--- config.mk ---
export PLATFORM = sky130hd
export DESIGN_NAME = controller_flat
export DESIGN_NICKNAME = d
export VERILOG_FILES = /design/src/rtl/controller_if.sv /design/src/rtl/controller.sv /design/src/flat_wrapper.sv
export SDC_FILE = /design/constraint.sdc
export NUM_CORES = 1
export LEC_CHECK = 0
export CAP_MARGIN = 20
export CELL_PAD_IN_SITES_DETAIL_PLACEMENT = 1
export CELL_PAD_IN_SITES_GLOBAL_PLACEMENT = 1
export CORE_MARGIN = 2
export CORE_UTILIZATION = 30
export DETAILED_ROUTE_END_ITERATION = 8
export PLACE_DENSITY = 0.86
export SLEW_MARGIN = 20
export SYNTH_ARGS = -nofsm -noshare
export SYNTH_HDL_FRONTEND = slang
export SYNTH_SLANG_ARGS = --single-unit
--- constraint.sdc ---
create_clock -name clk -period 2 [get_ports clk]
set_input_delay 0.4 -clock clk [delete_from_list [all_inputs] [get_ports clk]]
set_output_delay 0.4 -clock clk [all_outputs]
set_load 0.01 [all_outputs]
--- src/rtl/controller_if.sv ---
// Bundles the opcode/pipeline-control inputs and the decoded ID/EX control outputs of the main decoder.
// The optional illegal_op output exists only when CONTROLLER_ILLEGAL_OP_EN is defined.
interface controller_if;
   logic [5:0] op;
   logic       stall;
   logic       flush;
   logic       memtoreg;
   logic       memwrite;
   logic       branch;
   logic       alusrc;
   logic       regdst;
   logic       regwrite;
   logic       jump;
   logic [3:0] aluop;
   logic       branchNot;
`ifdef CONTROLLER_ILLEGAL_OP_EN
   logic       illegal_op;
`endif

   modport master (
      output op, stall, flush,
      input  memtoreg, memwrite, branch, alusrc, regdst, regwrite, jump, aluop, branchNot
`ifdef CONTROLLER_ILLEGAL_OP_EN
      , input illegal_op
`endif
   );

   modport slave (
      input  op, stall, flush,
      output memtoreg, memwrite, branch, alusrc, regdst, regwrite, jump, aluop, branchNot
`ifdef CONTROLLER_ILLEGAL_OP_EN
      , output illegal_op
`endif
   );
endinterface

--- src/rtl/controller.sv ---
// MIPS main decoder: opcode -> control word, registered at the ID/EX boundary with stall/flush.
// Define CONTROLLER_ILLEGAL_OP_EN to add a registered illegal_op flag for opcodes outside the table.
module controller (
   input logic        clk,
   input logic        reset_n,
   controller_if.slave bus
);

   typedef struct packed {
      logic       regwrite;
      logic       regdst;
      logic       alusrc;
      logic       branch;
      logic       branchNot;
      logic       memwrite;
      logic       memtoreg;
      logic       jump;
      logic [3:0] aluop;
   } ctrl_t;

   localparam logic [5:0] OP_RTYPE = 6'b000000;
   localparam logic [5:0] OP_LW    = 6'b100011;
   localparam logic [5:0] OP_SW    = 6'b101011;
   localparam logic [5:0] OP_BEQ   = 6'b000100;
   localparam logic [5:0] OP_BNE   = 6'b000101;
   localparam logic [5:0] OP_ADDI  = 6'b001000;
   localparam logic [5:0] OP_ADDIU = 6'b001001;
   localparam logic [5:0] OP_SLTI  = 6'b001010;
   localparam logic [5:0] OP_SLTIU = 6'b001011;
   localparam logic [5:0] OP_ANDI  = 6'b001100;
   localparam logic [5:0] OP_ORI   = 6'b001101;
   localparam logic [5:0] OP_XORI  = 6'b001110;
   localparam logic [5:0] OP_LUI   = 6'b001111;
   localparam logic [5:0] OP_J     = 6'b000010;

   localparam logic [3:0] ALU_ADD  = 4'b0000;
   localparam logic [3:0] ALU_SUB  = 4'b0001;
   localparam logic [3:0] ALU_RTYP = 4'b0010;
   localparam logic [3:0] ALU_OR   = 4'b0011;
   localparam logic [3:0] ALU_SLT  = 4'b0100;
   localparam logic [3:0] ALU_SLTU = 4'b0101;
   localparam logic [3:0] ALU_LUI  = 4'b0110;
   localparam logic [3:0] ALU_AND  = 4'b0111;
   localparam logic [3:0] ALU_XOR  = 4'b1000;

   ctrl_t decCtrl;
   ctrl_t ctrl_d;
   ctrl_t ctrl_q;
`ifdef CONTROLLER_ILLEGAL_OP_EN
   logic  decIllegal;
   logic  illegal_d;
   logic  illegal_q;
`endif

   // Any opcode not in the table (including X/Z) falls to the NOP default.
   always_comb begin
      decCtrl = '0;
`ifdef CONTROLLER_ILLEGAL_OP_EN
      decIllegal = 1'b0;
`endif
      case (bus.op)
         OP_RTYPE: begin decCtrl.regwrite = 1'b1; decCtrl.regdst = 1'b1; decCtrl.aluop = ALU_RTYP; end
         OP_LW:    begin decCtrl.regwrite = 1'b1; decCtrl.alusrc = 1'b1; decCtrl.memtoreg = 1'b1; decCtrl.aluop = ALU_ADD; end
         OP_SW:    begin decCtrl.alusrc = 1'b1; decCtrl.memwrite = 1'b1; decCtrl.aluop = ALU_ADD; end
         OP_BEQ:   begin decCtrl.branch = 1'b1; decCtrl.aluop = ALU_SUB; end
         OP_BNE:   begin decCtrl.branchNot = 1'b1; decCtrl.aluop = ALU_SUB; end
         OP_ADDI:  begin decCtrl.regwrite = 1'b1; decCtrl.alusrc = 1'b1; decCtrl.aluop = ALU_ADD; end
         OP_ADDIU: begin decCtrl.regwrite = 1'b1; decCtrl.alusrc = 1'b1; decCtrl.aluop = ALU_ADD; end
         OP_SLTI:  begin decCtrl.regwrite = 1'b1; decCtrl.alusrc = 1'b1; decCtrl.aluop = ALU_SLT; end
         OP_SLTIU: begin decCtrl.regwrite = 1'b1; decCtrl.alusrc = 1'b1; decCtrl.aluop = ALU_SLTU; end
         OP_ANDI:  begin decCtrl.regwrite = 1'b1; decCtrl.alusrc = 1'b1; decCtrl.aluop = ALU_AND; end
         OP_ORI:   begin decCtrl.regwrite = 1'b1; decCtrl.alusrc = 1'b1; decCtrl.aluop = ALU_OR; end
         OP_XORI:  begin decCtrl.regwrite = 1'b1; decCtrl.alusrc = 1'b1; decCtrl.aluop = ALU_XOR; end
         OP_LUI:   begin decCtrl.regwrite = 1'b1; decCtrl.alusrc = 1'b1; decCtrl.aluop = ALU_LUI; end
         OP_J:     begin decCtrl.jump = 1'b1; decCtrl.aluop = ALU_ADD; end
         default: begin
            decCtrl = '0;
`ifdef CONTROLLER_ILLEGAL_OP_EN
            decIllegal = 1'b1;
`endif
         end
      endcase
   end

   // Flush beats stall; op is only looked at when neither is asserted.
   always_comb begin
      ctrl_d = ctrl_q;
`ifdef CONTROLLER_ILLEGAL_OP_EN
      illegal_d = illegal_q;
`endif
      if (bus.flush) begin
         ctrl_d = '0;
`ifdef CONTROLLER_ILLEGAL_OP_EN
         illegal_d = 1'b0;
`endif
      end else if (!bus.stall) begin
         ctrl_d = decCtrl;
`ifdef CONTROLLER_ILLEGAL_OP_EN
         illegal_d = decIllegal;
`endif
      end
   end

   always_ff @(posedge clk) begin
      if (!reset_n) begin
         ctrl_q <= '0;
`ifdef CONTROLLER_ILLEGAL_OP_EN
         illegal_q <= 1'b0;
`endif
      end else begin
         ctrl_q <= ctrl_d;
`ifdef CONTROLLER_ILLEGAL_OP_EN
         illegal_q <= illegal_d;
`endif
      end
   end

   assign bus.regwrite  = ctrl_q.regwrite;
   assign bus.regdst    = ctrl_q.regdst;
   assign bus.alusrc    = ctrl_q.alusrc;
   assign bus.branch    = ctrl_q.branch;
   assign bus.branchNot = ctrl_q.branchNot;
   assign bus.memwrite  = ctrl_q.memwrite;
   assign bus.memtoreg  = ctrl_q.memtoreg;
   assign bus.jump      = ctrl_q.jump;
   assign bus.aluop     = ctrl_q.aluop;
`ifdef CONTROLLER_ILLEGAL_OP_EN
   assign bus.illegal_op = illegal_q;
`endif

endmodule

--- src/flat_wrapper.sv ---
// flat-port wrapper written by rule: the top's interface ports become plain ports
module controller_flat 
  (clk, reset_n, bus_op, bus_stall, bus_flush, bus_memtoreg, bus_memwrite, bus_branch, bus_alusrc, bus_regdst, bus_regwrite, bus_jump, bus_aluop, bus_branchNot);
  controller_if bus_i ();
  input logic clk;
  input logic reset_n;
  input wire logic [$bits(bus_i.op)-1:0] bus_op;
  input wire logic [$bits(bus_i.stall)-1:0] bus_stall;
  input wire logic [$bits(bus_i.flush)-1:0] bus_flush;
  output wire logic [$bits(bus_i.memtoreg)-1:0] bus_memtoreg;
  output wire logic [$bits(bus_i.memwrite)-1:0] bus_memwrite;
  output wire logic [$bits(bus_i.branch)-1:0] bus_branch;
  output wire logic [$bits(bus_i.alusrc)-1:0] bus_alusrc;
  output wire logic [$bits(bus_i.regdst)-1:0] bus_regdst;
  output wire logic [$bits(bus_i.regwrite)-1:0] bus_regwrite;
  output wire logic [$bits(bus_i.jump)-1:0] bus_jump;
  output wire logic [$bits(bus_i.aluop)-1:0] bus_aluop;
  output wire logic [$bits(bus_i.branchNot)-1:0] bus_branchNot;
  assign bus_i.op = bus_op;
  assign bus_i.stall = bus_stall;
  assign bus_i.flush = bus_flush;
  assign bus_memtoreg = bus_i.memtoreg;
  assign bus_memwrite = bus_i.memwrite;
  assign bus_branch = bus_i.branch;
  assign bus_alusrc = bus_i.alusrc;
  assign bus_regdst = bus_i.regdst;
  assign bus_regwrite = bus_i.regwrite;
  assign bus_jump = bus_i.jump;
  assign bus_aluop = bus_i.aluop;
  assign bus_branchNot = bus_i.branchNot;
  controller u_core (.clk(clk), .reset_n(reset_n), .bus(bus_i));
endmodule
# --- Yosys cells after proc, flatten, opt, wreduce, memory -nomap -nowiden ---
# Cells that the tools add are included.
op_classes:
  n_eq_ne: 13
  mux: 9
  bitwise: 1
  reduce_logical: 5
ops:
  columns: ["operator", "count"]
  rows:
  - ["6-bit by 4-bit equality test with 1-bit output (second input constant)", 8]
  - ["4-bit one-hot mux with 8 select lines", 1]
  - ["10-bit OR reduction", 2]
  - ["6-bit by 3-bit equality test with 1-bit output (second input constant)", 2]
  - ["6-bit equality test (second input constant)", 2]
  - ["1-bit two-way mux", 8]
  - ["6-bit by 2-bit equality test with 1-bit output (second input constant)", 1]
  - ["6-bit zero test", 1]
  - ["2-bit OR reduction", 2]
  - ["1-bit inverter", 1]
word_totals:
  regBits: 12
  in_bits: 10
  output_inout_bits: 12
  word_cells: 37

# --- Longest topological paths before layout ---
# Gate-level depths: netlist (run 1).
logic_depth:
  depth_word: 3
  mapped_depth: 5

# --- Worst setup path before layout (run 1) ---
# OpenSTA, ideal clock, no wires.
synth_timing:
  path_type: "input -> register"
  startpoint: "input port bus_op[2]"
  endpoint: "register u_core.ctrl_q (netlist bit u_core.bus.aluop[1])"
  arrival_ns: 1.403
  required_ns: 1.914
  setup_slack_ns: 0.510
  stages: 5
  path_cell_list: "buf_6 > or4_4 > nor3_4 > nor2_1 > a221oi_2"
synth_between:
  elab_chain_cells: 3
synth_lines:
  columns: ["element", "line_no", "text"]
  rows:
  - ["start, declared", "flat_wrapper.sv:7", "input wire logic [$bits(bus_i.op)-1:0] bus_op;"]
  - ["6-bit by 3-bit equality test with 1-bit output", "controller.sv:61", "case (bus.op)"]
  - ["2-bit OR reduction (no source line)", null, null]
  - ["4-bit one-hot mux with 8 select lines (*)", "controller.sv:61", null]
  - ["end signal, assigned", "controller.sv:111", "ctrl_q <= ctrl_d;"]
  - ["end, declared", "controller.sv:48", "ctrl_t ctrl_q;"]
# Every way passes the cells marked *; elsewhere a longest branch is shown, timed or not.
# A chain may end at the register's enable or synchronous reset.

# --- Worst setup path after layout (run 1) ---
layout_timing:
  startpoint: "input port bus_op[5]"
  endpoint: "register u_core.ctrl_q (netlist bit u_core.bus.aluop[1])"
# Same word-level chain as after synthesis.

==> metrics.md, run 1 <==
| Metric | Value |
|---|---|
| Total CTS buffers | `3` |
| Slew headroom | `a little over two thirds` |
| Min Tclk post-route | `between 1.5 and 2 ns` |
| H-tree lvl count | `1` |
| Core area | `approximately 0.0018 mm^2` |
| Leak | `just under 0.3 nW` |
| Most frequent cells in the layout | `clkdlybuf4s50_1 (21), dfxtp_1 (12), nor2_1 (9)` |
| DR iter-0 viols | `2` |
| Synth warn | `0` |
| DR DRC count | `0` |
| Max-cap violation count | `0` |
| Post-Synthesis Cells | `66` |
| Global placement routability congestion | `0.777` |
| DRT Pass-1 Iters | `3` |
| Num Clock Sinks | `12` |
| # setup viols final | `0` |
| Worst EP required | `roughly 2.2 ns` |
| Critical path startpoint | `bus_op[5]` |
| CTS tree | `yes` |
| Worst-case reg-to-reg path depth | `2` |
| P&R area growth vs syn | `50.3%` |
| R2R setup slack | `~1.3 ns` |
| Hold bufs inserted after CTS | `0` |
| CP Capture Type | `flop` |
| Worst-Margin Slew | `about 0.44 ns` |
| RR Startpoint | `u_core.bus.aluop[1]$_SDFFE_PP0N_` |
| FF-to-FF End | `u_core.bus.aluop[1]$_SDFFE_PP0N_` |
| Clk_skew | `0 ns` |
| Highest net fanout along the worst path | `4` |
| Status | `completed` |
| Tot Pwr | `roughly 0.52 mW` |
| CTS max path bufs | `2` |
| Port bufs | `21` |
| PostCTS Resize Cnt | `0` |
| Layout cells sized above 1 | `a little over an eighth` |
| # rows | `15` |
| Dpl cell area | `between 800 and 900 um^2` |
| Clk_lat worst skew | `roughly 0.28 ns` |
| Post-route cell area | `slightly below 900 um^2` |
| RSZ-0062 raised after global routing | `false` |
| Die width | `47.9 um` |
| Setup Crit Path Kind | `input pin to flop` |
| Final Hold Fails | `0` |
| Reg power frac | `between 40% and 50%` |
| Post-synth ARST share | `0%` |
| Syn Std Cell Area | `579 um^2` |
| Class of the worst hold path | `flop to flop` |
| # IOs | `22` |
| Syn Nets | `76` |
| # Post-CTS Setup Buffers | `0` |
| Register bit total from synthesis | `12` |
| Critical-path top delay cell | `or4_4` |
| Mean post-synth cell area | `8.78 um^2` |
| Peak Freq | `about 570 MHz` |
| Post-synth EDFFs | `0` |
| Pwr Density | `between 500 and 600 mW/mm^2` |
| GR Overflow Total | `0` |
| Vias | `approximately 570` |
| Post-DRT Antenna Nets | `0` |
| Peak VDD IR | `about 370 uV` |
| Switching power | `~0.13 mW` |
| Antenna violations before repair | `0` |
| Die extent in y | `between 40 and 50 um` |
| Avg WL per Cell | `about 14 um` |
| Top FF cell, synth | `dfxtp_1` |
| # diodes | `0` |
| Final period utilization | `87.4%` |
| Largest net degree at the start of global routing | `21` |
| Final Net Count | `103` |
| Root Driver | `clkbuf_4` |
| Setup crit start kind | `input pin` |
| Number of vias per cell | `between 4 and 5` |
| Slew Limit Fails | `0` |
| First-pass GRT wire length | `~2700 um` |
| WL final | `between 1500 and 2000 um` |
| Initial core utilization | `around a third` |
| Clock power share | `39.0%` |
| Full die area | `roughly 0.0023 mm^2` |
| Int Power | `a little under 0.4 mW` |
| Commonest non-fill, non-tap cell in the layout | `clkdlybuf4s50_1` |
| Crit-path cells | `clkdlybuf4s50_1, or4_4, nor3_4, nor2_1, a221oi_2` |
| Logic pwr share | `roughly 14%` |
| Critical path's largest stage delay | `~0.58 ns` |
| Post-synth cell types | `26` |
| Detailed Place HPWL | `roughly 1200 um` |
| Worst Setup EP | `u_core.bus.aluop[1]$_SDFFE_PP0N_` |
| All-Layer GR Usage | `18.1%` |
| Critical Path AT | `1.95 ns` |
| Clk slew on worst S/H paths | `0.08 ns` |
| Number of global-route vias before repair | `593` |
| Post-synthesis sequential area ratio | `a little over 40%` |
| Filler cells | `220` |
| Sw frac | `25.0%` |
## power groups by stage
stage	sequential [mW]	clock, mW	combinational [mW]
after floorplan	0.249	0	0.0322
after global placement	0.248	0	0.0719
after detailed placement	0.248	0	0.0746
after CTS	0.242	0.208	0.0757
after global routing	0.243	0.218	0.0822
final	0.242	0.203	0.0749
## cells by family (layout without fill, tap and decap cells)
logic type / after synthesis / count (layout) / share of synthesized area (%)
simple gates: 34 / 34 / 34.6
flops: 12 / 12 / 41.5
compound gates: 11 / 11 / 12.5
buf+inv: 5 / 31 / 4.75
mux: 3 / 3 / 5.18
xor+xnor: 1 / 1 / 1.51
## sequential cells by signal (all words and copies together), names as in the netlist
name,cells
u_core.bus.branch,1
u_core.bus.memwrite,1
u_core.bus.regdst,1
u_core.bus.branchNot,1
u_core.bus.memtoreg,1
u_core.bus.regwrite,1
u_core.bus.jump,1
u_core.bus.alusrc,1
u_core.bus.aluop,4
## critical path: cells and delay by family
family | cells | cell delay (ns)
buf+inv | 1 | 0.48
compound gates | 1 | 0.23
simple gates | 3 | 0.82
## routing by layer
layer / track usage, % / vias to the layer above / routed length, um
li1: - / 286 / -
met1: 19.4 / 265 / 679
met5: 0 / - / 0
met3: 4.53 / 4 / 68
met2: 31.5 / 17 / 823
met4: 11.4 / 0 / 44
## per-stage QoR
| step | setup TNS [ns] | hold WS [ns] | std cells | setup slack (ns) | utilization, % |
|---|---|---|---|---|---|
| 3_3_place_gp | 0 | 0.450 | 113 | 0.0461 | 47.3 |
| 6_report | 0 | 0.468 | 117 | 0.251 | 49.4 |
| 2_1_floorplan | 0 | 0.486 | 66 | 0.510 | - |
| 5_1_grt | 0 | 0.497 | 117 | 0.166 | 49.4 |
| 4_1_cts | 0 | 0.471 | 117 | 0.256 | 49.4 |
| 3_5_place_dp | -0.0388 | 0.457 | 113 | -0.0388 | 47.3 |
## worst min-delay path by stage
stage	from	to	slack, ns	cells after the start
2_1_floorplan	u_core.bus.aluop[2]$_SDFFE_PP0N_	u_core.bus.aluop[2]$_SDFFE_PP0N_	0.49	2
3_5_place_dp	u_core.bus.aluop[3]$_SDFFE_PP0N_	u_core.bus.aluop[3]$_SDFFE_PP0N_	0.46	2
3_3_place_gp	u_core.bus.aluop[0]$_SDFFE_PP0N_	u_core.bus.aluop[0]$_SDFFE_PP0N_	0.45	2
4_1_cts	u_core.bus.aluop[3]$_SDFFE_PP0N_	u_core.bus.aluop[3]$_SDFFE_PP0N_	0.47	2
6_report	u_core.bus.aluop[0]$_SDFFE_PP0N_	u_core.bus.aluop[0]$_SDFFE_PP0N_	0.47	2
5_1_grt	u_core.bus.aluop[0]$_SDFFE_PP0N_	u_core.bus.aluop[0]$_SDFFE_PP0N_	0.50	2
## cells in the mapped netlist (2+ instances only)
master,instances,area [um^2]
nand4_1,3,18.8
nor2b_1,3,18.8
nand4b_1,2,17.5
dfxtp_1,12,240
nand2_1,6,22.5
mux2i_1,3,30.0
a21oi_1,6,30.0
nand2b_1,2,12.5
o21ai_0,2,10.0
nor3_1,3,15.0
nor2_1,9,33.8
## layout make-up
type	instances	area, um^2	share of cell area [%]
Sequential cell	12	240	27.6
Multi-Input combinational cell	49	312	35.8
Timing Repair Buffer	26	248	28.4
Clock buffer	4	36.3	4.17
Inverter	1	3.75	0.431
Tap cell	25	31.3	3.59
Power figures use the tool's default switching activity.
==> run 2, diff against run 1 <==
- CELL_PAD_IN_SITES_DETAIL_PLACEMENT: 1 -> 0
- CELL_PAD_IN_SITES_GLOBAL_PLACEMENT: 1 -> 2
- CORE_UTILIZATION: 30 -> 25
- PLACE_DENSITY: 0.86 -> 0.85
==> metrics.md, run 2 (synthesized netlist as in run 1, its figures left out) <==
| Metric | Value |
|---|---|
| Critical path's largest stage delay | `~0.56 ns` |
| Setup Crit Path Kind | `input pin to flop` |
| Clk_skew | `0 ns` |
| Sw frac | `between 20% and 30%` |
| CTS max path bufs | `2` |
| # rows | `17` |
| R2R setup slack | `approximately 1.3 ns` |
| Peak VDD IR | `around 300 uV` |
| Post-DRT Antenna Nets | `0` |
| Leak | `slightly above 0.3 nW` |
| Antenna violations before repair | `0` |
| Port bufs | `21` |
| Die extent in y | `roughly 52 um` |
| CTS tree | `yes` |
| Switching power | `around 0.12 mW` |
| Reg power frac | `around 48%` |
| Status | `completed` |
| GR Overflow Total | `0` |
| Clk_lat worst skew | `0.26 ns` |
| Global placement routability congestion | `between 0.7 and 0.8` |
| Final Net Count | `104` |
| DRT Pass-1 Iters | `4` |
| Setup crit start kind | `input pin` |
| Tot Pwr | `roughly 0.5 mW` |
| Worst EP required | `around 2.2 ns` |
| Vias | `560` |
| Hold bufs inserted after CTS | `0` |
| Clock power share | `a little under two fifths` |
| RSZ-0062 raised after global routing | `false` |
| Die width | `approximately 52 um` |
| Class of the worst hold path | `flop to flop` |
| Clk slew on worst S/H paths | `about 0.080 ns` |
| # Post-CTS Setup Buffers | `0` |
| # diodes | `0` |
| Min-delay src | `u_core.bus.aluop[0]$_SDFFE_PP0N_` |
| Commonest non-fill, non-tap cell in the layout | `clkdlybuf4s50_1` |
| Detailed Place HPWL | `~1000 um` |
| Hold Path Depth | `2` |
| Setup tns final | `0 ns` |
| Root Driver | `clkbuf_4` |
| Logic pwr share | `about 15%` |
| Slew headroom | `between 60% and 70%` |
| Number of flip-flops in the largest register | `4` |
| H-tree lvl count | `1` |
| # setup viols final | `0` |
| Delay-heaviest family, CP | `simple AND/OR/NAND/NOR gates` |
| Number of vias per cell | `roughly 4.6` |
| Largest net degree at the start of global routing | `21` |
| All-Layer GR Usage | `around an eighth` |
| Post-Route Utilization | `~40%` |
| Peak Freq | `585 MHz` |
| Critical-path top delay cell | `or4_4` |
| Min Tclk post-route | `between 1.5 and 2 ns` |
| Final Hold Fails | `0` |
| Crit-path cells | `clkdlybuf4s50_1, or4_4, nor3_4, nor2_1, a221oi_2` |
| CP Capture Type | `flop` |
| WL final | `1370 um` |
| Layout cells sized above 1 | `14.0%` |
| Initial core utilization | `26.4%` |
| FF-to-FF End | `u_core.bus.aluop[1]$_SDFFE_PP0N_` |
| Full die area | `~0.0027 mm^2` |
| Worst path bufs/invs | `1` |
| Worst setup margin | `0.292 ns` |
| RR Startpoint | `u_core.bus.aluop[1]$_SDFFE_PP0N_` |
| DR iter-0 viols | `3` |
| Highest net fanout along the worst path | `5` |
| Critical Path AT | `approximately 1.9 ns` |
| Total CTS buffers | `3` |
| Max-cap violation count | `0` |
| PostCTS Resize Cnt | `0` |
| DR DRC count | `0` |
| Pwr Density | `roughly 570 mW/mm^2` |
| Core area | `0.00219 mm^2` |
| Final period utilization | `85.4%` |
| Slew Limit Fails | `0` |
| Min-Delay Endpoint | `u_core.bus.aluop[0]$_SDFFE_PP0N_` |
| Int Power | `about 0.39 mW` |
| Worst-Margin Slew | `a little under 0.5 ns` |
| Avg WL per Cell | `about 11 um` |
| # IOs | `22` |
| Pre-CTS setup slack | `roughly 0.033 ns` |
| First-pass GRT wire length | `between 2000 and 2500 um` |
| P&R area growth vs syn | `52.3%` |
| Num Clock Sinks | `12` |
| Worst-case reg-to-reg path depth | `2` |
| Number of global-route vias before repair | `558` |
| Most frequent cells in the layout | `clkdlybuf4s50_1 (21), dfxtp_1 (12), nor2_1 (9)` |
## run 2: area by class of cell
| class | count | area, um^2 |
|---|---|---|
| Timing Repair Buffer | 27 | 255 |
| Tap cell | 28 | 35.0 |
| Inverter | 1 | 3.75 |
| Fill cell | 232 | 1310 |
| Sequential cell | 12 | 240 |
| Multi-Input combinational cell | 49 | 312 |
| Clock buffer | 4 | 36.3 |
## run 2: worst max-delay path by stage
stage                                                   to  depth (start not counted)       from  slack, ns
after global placement    u_core.bus.aluop[1]$_SDFFE_PP0N_                          5  bus_op[4]       0.05
after floorplan           u_core.bus.aluop[1]$_SDFFE_PP0N_                          5  bus_op[2]       0.51
final                     u_core.bus.aluop[1]$_SDFFE_PP0N_                          5  bus_op[4]       0.29
after CTS                 u_core.bus.aluop[1]$_SDFFE_PP0N_                          5  bus_op[4]       0.30
after global routing      u_core.bus.aluop[1]$_SDFFE_PP0N_                          5  bus_op[4]       0.23
after detailed placement  u_core.bus.aluop[1]$_SDFFE_PP0N_                          5  bus_op[4]       0.03
## run 2: power by group through the flow
stage	clock (mW)	combinational (mW)	sequential, mW
global placement	0	0.0742	0.248
global route	0.215	0.0813	0.243
floorplan	0	0.0322	0.249
finish	0.191	0.0745	0.242
detailed placement	0	0.0746	0.248
CTS	0.201	0.0750	0.242
## run 2: metal layers
layer	vias to the layer above	share of wire (%)	track usage, %
li1	291	-	-
met1	250	47	14.4
met2	17	45	18.6
met3	2	6.7	2.59
met4	0	0.87	6.41
met5	-	0	0
## run 2: worst reg2reg max path: stages (launching register included)
cell,delay (ns)
dfxtp_1,0.34
inv_1,0.05
a221oi_2,0.25
## run 2: stage by stage
step	cell area, um^2	std cells	hold WS [ns]
after floorplan	579	66	0.486
after global placement	846	117	0.449
after detailed placement	846	117	0.453
after CTS	882	121	0.465
after global routing	882	121	0.490
final	882	121	0.462
==> run 3, diff against run 2 <==
- TNS_END_PERCENT: unset -> 5
==> results of run 3 <==
The final DEF is identical to that of run 2; final timing and power are the same.
